File: src/rtl/debug_pkg.sv
// Constants shared by the debug link: snapshot geometry, frame header byte and
// the transmitter's state encodings.
package debug_pkg;

  localparam int DATA_W  = 1376;
  localparam int N_BYTES = DATA_W / 8;
  localparam int CNT_W   = 8;

  localparam logic [CNT_W-1:0] N_BYTES_C = CNT_W'(N_BYTES);
  localparam logic [7:0]       HEADER    = 8'hA5;

  // IDLE is all-zero; every active state owns one bit.
  localparam logic [4:0] ST_IDLE = 5'b00000;
  localparam logic [4:0] ST_HDR  = 5'b00001;
  localparam logic [4:0] ST_DATA = 5'b00010;
  localparam logic [4:0] ST_WAIT = 5'b00100;
  localparam logic [4:0] ST_CHK  = 5'b01000;
  localparam logic [4:0] ST_DONE = 5'b10000;

endpackage

File: src/rtl/debug_frame_tx.sv
// Debug link transmitter: captures a datapath snapshot on start and streams it to
// the UART as header, LSB-first data bytes and an XOR checksum of the data bytes.
module debug_frame_tx
  import debug_pkg::*;
(
  input  logic              clk,
  input  logic              reset,
  input  logic              start,
  input  logic [DATA_W-1:0] DataPath_bus,
  input  logic              tx_done_tick,
  output logic              tx_write,
  output logic [7:0]        tx_bus,
  output logic              busy,
  output logic              done
);

  logic [4:0]        state;
  logic [CNT_W-1:0]  cnt;
  logic [7:0]        chk;
  logic              chk_sent;
  logic [DATA_W-1:0] snap;
  logic [7:0]        cur_byte;

  assign cur_byte = snap[{cnt, 3'b000} +: 8];

  // Outputs are loaded on the transition into HDR/DATA/CHK/DONE so that each
  // tx_write pulse lines up with the state that owns it.
  always_ff @(posedge clk or posedge reset) begin
    if (reset) begin
      state    <= ST_IDLE;
      cnt      <= '0;
      chk      <= '0;
      chk_sent <= 1'b0;
      snap     <= '0;
      tx_write <= 1'b0;
      tx_bus   <= 8'h00;
      busy     <= 1'b0;
      done     <= 1'b0;
    end else begin
      case (state)
        ST_IDLE: begin
          if (start) begin
            snap     <= DataPath_bus;
            cnt      <= '0;
            chk      <= '0;
            chk_sent <= 1'b0;
            tx_write <= 1'b1;
            tx_bus   <= HEADER;
            busy     <= 1'b1;
            state    <= ST_HDR;
          end
        end
        ST_HDR, ST_DATA, ST_CHK: begin
          tx_write <= 1'b0;
          state    <= ST_WAIT;
        end
        ST_WAIT: begin
          if (tx_done_tick) begin
            if (cnt < N_BYTES_C) begin
              tx_write <= 1'b1;
              tx_bus   <= cur_byte;
              chk      <= chk ^ cur_byte;
              cnt      <= cnt + 1'b1;
              state    <= ST_DATA;
            end else if (!chk_sent) begin
              tx_write <= 1'b1;
              tx_bus   <= chk;
              chk_sent <= 1'b1;
              state    <= ST_CHK;
            end else begin
              done  <= 1'b1;
              state <= ST_DONE;
            end
          end
        end
        ST_DONE: begin
          done  <= 1'b0;
          busy  <= 1'b0;
          state <= ST_IDLE;
        end
        default: begin
          tx_write <= 1'b0;
          busy     <= 1'b0;
          done     <= 1'b0;
          state    <= ST_IDLE;
        end
      endcase
    end
  end

endmodule

File: config.mk
export PLATFORM = sky130hd
export DESIGN_NAME = debug_frame_tx
export DESIGN_NICKNAME = d
export VERILOG_FILES = /design/src/rtl/debug_pkg.sv /design/src/rtl/debug_frame_tx.sv
export SDC_FILE = /design/constraint.sdc
export NUM_CORES = 2
export LEC_CHECK = 0
export ABC_AREA = 0
export BUFFER_PORTS_ARGS = -buffer_cell sky130_fd_sc_hd__buf_2
export CAP_MARGIN = 15
export CORE_AREA = 2 2 545 547
export DETAILED_ROUTE_END_ITERATION = 6
export DIE_AREA = 0 0 547 549
export PLACE_DENSITY = 0.51
export REMOVE_ABC_BUFFERS = 1
export SYNTH_ARGS = -nofsm -noshare
export SYNTH_HDL_FRONTEND = slang
export SYNTH_SLANG_ARGS = --single-unit
File: constraint.sdc
create_clock -name clk -period 56.7 [get_ports clk]
set_input_delay 14.175 -clock clk [delete_from_list [all_inputs] [get_ports clk]]
set_output_delay 14.175 -clock clk [all_outputs]
set_load 0.01 [all_outputs]
==> flow_metrics.py <==
metrics = {
    "sta": {
        "period_needed_ns": 19.69,
        "maxSlewHeadroom_pct": 19.99,
        "worst_pin_slew_ns": 1.200,
        "drv_slew": 0,
        "finalHoldViolations": 0,
        "period_share_pct": 34.73,
        "rsz0062_at_grt": "no",
        "clock.fmax_mhz": 50.78,
        "tns_ns": 0,
        "skew_ns": 0.06873,
        "setup_viol": 0,
    },
    "worst_setup_path": {
        "cp_max_fo": 130,
        "cpMostUsedCell": "buf_4",
        "crit_path_cell_trace": "buf_2 -> inv_8 -> buf_4 -> buf_4 -> buf_4 -> buf_4 -> buf_4 -> buf_4 -> buf_4",
        "cp-end-kind": "asynchronous set/reset pin",
        "crit_path_max_incr_delay_ns": 0.89,
        "path_buf_inv": 9,
        "critical_path.slowest_cell": "buf_4",
        "cp_top_family": "buffers and inverters",
        "arrival_ns": 20.48,
        "critPathLaunchType": "primary input",
        "worstSetupPathType": "primary input to asynchronous set/reset pin",
        "critPathRequiredTime_ns": 57.48,
    },
    "clock_tree": {
        "cts_inserted_buffers": 169,
        "clk_pin_slew_ns": 0.06,
        "clock-sinks": 1409,
        "postCtsResizedCells": 0,
        "cts.root.buffer_cell": "clkbuf_16",
        "clk_latency_ns": 0.86,
        "cts_tree": "yes",
        "cts_hold_buffers": 0,
        "cts.path.max_buffers": 4,
        "post_cts_buffers": 0,
        "htreeDepth": 4,
    },
    "floorplan": {
        "chipHeight_um": 549,
        "core-area_um2": 295000,
        "die_w_um": 547,
        "initial_core_util_pct": 21.72,
        "std_cell_rows": 200,
        "pin_count": 1391,
        "dieArea_um2": 300300,
    },
    "power_and_ir_drop": {
        "swShare_pct": 37.08,
        "p_per_area_nw_per_um2": 54.43,
        "ir_drop_mv": 0.03090,
        "intPower_uw": 2780,
        "pwr-share-clk_pct": 26.6,
        "p_sw_uw": 1639,
        "cellLeakagePower_uw": 0.04137,
        "combPwrFrac_pct": 33.6,
        "sequentialPowerShare_pct": 39.7,
    },
    "detailed_routing": {
        "first_iter_violations": 4635,
        "detail-route-antenna-nets": 0,
        "wl_um": 286600,
        "wl_per_cell_um": 23.29,
        "via_per_inst": 4.440,
        "drt_pass1_iterations": 5,
        "drc_errors": 0,
        "route.vias.total": 54630,
    },
    "global_route": {
        "track_usage_pct": 18.55,
        "grt_max_degree": 215,
        "grt_pass1_vias": 56570,
        "grt_overflow": 0,
        "antenna_found_initial": 112,
        "grt_pass1_wl_um": 404400,
    },
    "outcome": {
        "status": "finished clean",
    },
    "synth": {
        "synthCells": 6921,
        "synth-seq-cells": 1409,
        "ys.flop_type": "dfrtp_1",
        "syn_area_um2": 64080,
        "ys_types": 74,
        "ys.warnings.count": 0,
        "synth-edff-count": 0,
        "avgSynthCellArea_um2": 9.258,
        "ys_async_sr_fraction_pct": 100.0,
        "ys_seq_area_share_pct": 55.03,
    },
    "placed_design": {
        "gp_congestion": 0.8812,
        "hpwl_um": 213900,
        "place_inst": 11920,
        "portBuffers": 1390,
    },
    "cells_and_area": {
        "drive_gt1_share_pct": 25.63,
        "nets": 9538,
        "multiInputGateArea_um2": 26800,
        "regArea_um2": 35280,
        "fillers": 31730,
        "final_cells": 12310,
        "area_growth_pct": 26.69,
        "post-route-util_pct": 27.52,
    },
    "min_path": {
        "min_path_type": "register to register",
    },
    "run": {
        "max_cap_violations": 0,
    },
}
## routing by layer
metal | global-route usage (%) | part of all wire [%] | vias to the layer above
met5 | 0 | 0.12 | -
met4 | 6.622 | 3.9 | 58
met3 | 3.990 | 6.9 | 452
met2 | 31.15 | 48 | 2107
met1 | 23.40 | 41 | 27190
li1 | - | - | 24830
## sequential cells by signal, summed over array words and instances, names as in the netlist
| register | count |
|---|---|
| tx_write | 1 |
| chk_sent | 1 |
| done | 1 |
| chk | 8 |
| state | 5 |
| snap | 1376 |
| tx_bus | 8 |
| busy | 1 |
| cnt | 8 |
## cell type report
class / instances / share of cell area [%]
sequential: 1409 / 43.46
clock buffer: 232 / 6.093
timing repair buffer: 1505 / 9.781
clock inverter: 73 / 1.298
inverter: 7 / 0.05394
tap: 3939 / 6.071
multi-input combinational: 5065 / 33.01
antenna: 75 / 0.2312
## worst reg2reg max path: cells and delay by family (launching register included)
| family | cells | cell delay, ns |
|---|---|---|
| XOR/XNOR | 1 | 0.17 |
| AND/OR/NAND/NOR | 2 | 0.17 |
| flip-flops | 1 | 0.81 |
| buffers and inverters | 4 | 2.47 |
| AO/OA/AOI/OAI | 4 | 1.84 |
| multiplexers | 1 | 0.63 |
## power groups by stage
stage / Sequential, uW / Combinational (uW) / Clock, uW
after floorplan: 1740 / 1690 / 0
after global placement: 1740 / 1490 / 0
after detailed placement: 1770 / 1520 / 0
after CTS: 1750 / 1520 / 1210
after global routing: 1810 / 1680 / 1250
final: 1760 / 1490 / 1180
## cells by family after synthesis
family | share of synthesized area [%]
multiplexers | 12.65
adder cells (fa/ha/maj) | 0.03514
flip-flops | 55.03
AND/OR/NAND/NOR | 25.78
AO/OA/AOI/OAI | 3.126
buffers and inverters | 3.263
XOR/XNOR | 0.1230
## layout by cell type (no fill, tap or decap), types with 26 or more instances in the layout
cell / n
buf_4: 106
mux2i_1: 137
dfrtp_1: 1401
mux4_2: 282
a22oi_1: 47
clkbuf_8: 48
diode_2: 75
clkbuf_16: 169
o21ai_0: 26
nand2_1: 4201
nor2_1: 49
buf_2: 1390
a21oi_1: 45
## Yosys cell counts, types with 3 or more instances
cell	instances	area, um^2
and2_1	6	37.54
o21ai_0	27	135.1
nor2b_1	13	81.33
or3_1	6	37.54
o221ai_1	17	148.9
a31oi_1	15	93.84
nand3b_1	5	37.54
dfrtp_1	1409	35260
o211ai_1	5	37.54
a211o_1	6	52.55
mux4_1	11	289.0
nor3b_1	3	22.52
xor2_1	7	61.31
o22ai_1	16	100.1
a221oi_1	10	87.58
a22o_1	17	148.9
buf_1	6	22.52
buf_12	4	80.08
buf_6	23	259.0
mux2_2	6	67.56
inv_1	5	18.77
buf_4	26	195.2
buf_2	44	220.2
o221a_2	7	78.83
nor2_1	50	187.7
mux2i_1	137	1371
o21ai_1	6	30.03
a22oi_1	47	352.8
nor4_1	6	37.54
a21oi_1	45	225.2
mux4_2	282	6351
nand2_1	4202	15770
nand4_1	5	31.28
nand3_1	19	95.09
and3_1	4	25.02
a211oi_1	26	195.2
clkbuf_1	335	1257
a221o_1	8	80.08
nand2b_1	5	31.28
nor3_1	5	25.02
## per-stage QoR
step | setup WS [ns] | power [uW] | instance area [um^2] | hold slack (ns)
after floorplan | -66.17 | 3430 | 62010 | 0.4373
after global placement | 36.04 | 3235 | 74970 | 0.4506
after detailed placement | 35.81 | 3283 | 74970 | 0.4541
after CTS | 36.68 | 4488 | 80970 | 0.4694
after global routing | 36.00 | 4733 | 81060 | 0.4814
final | 37.01 | 4419 | 81180 | 0.4693
## path summary, 6_finish.rpt
kind	startpoint	to	slack, ns	cells past startpoint
max reg2reg	cnt[0]	chk[7]	50.51	12
min	snap[1215]	snap[1215]	0.47	2
max	reset	snap[845]	37.01	9
max in group clk	start	snap[822]	38.07	9
min in group asynchronous	reset	snap[588]	13.50	2
min reg2reg	snap[1215]	snap[1215]	0.47	2
Power figures use the tool's default switching activity.
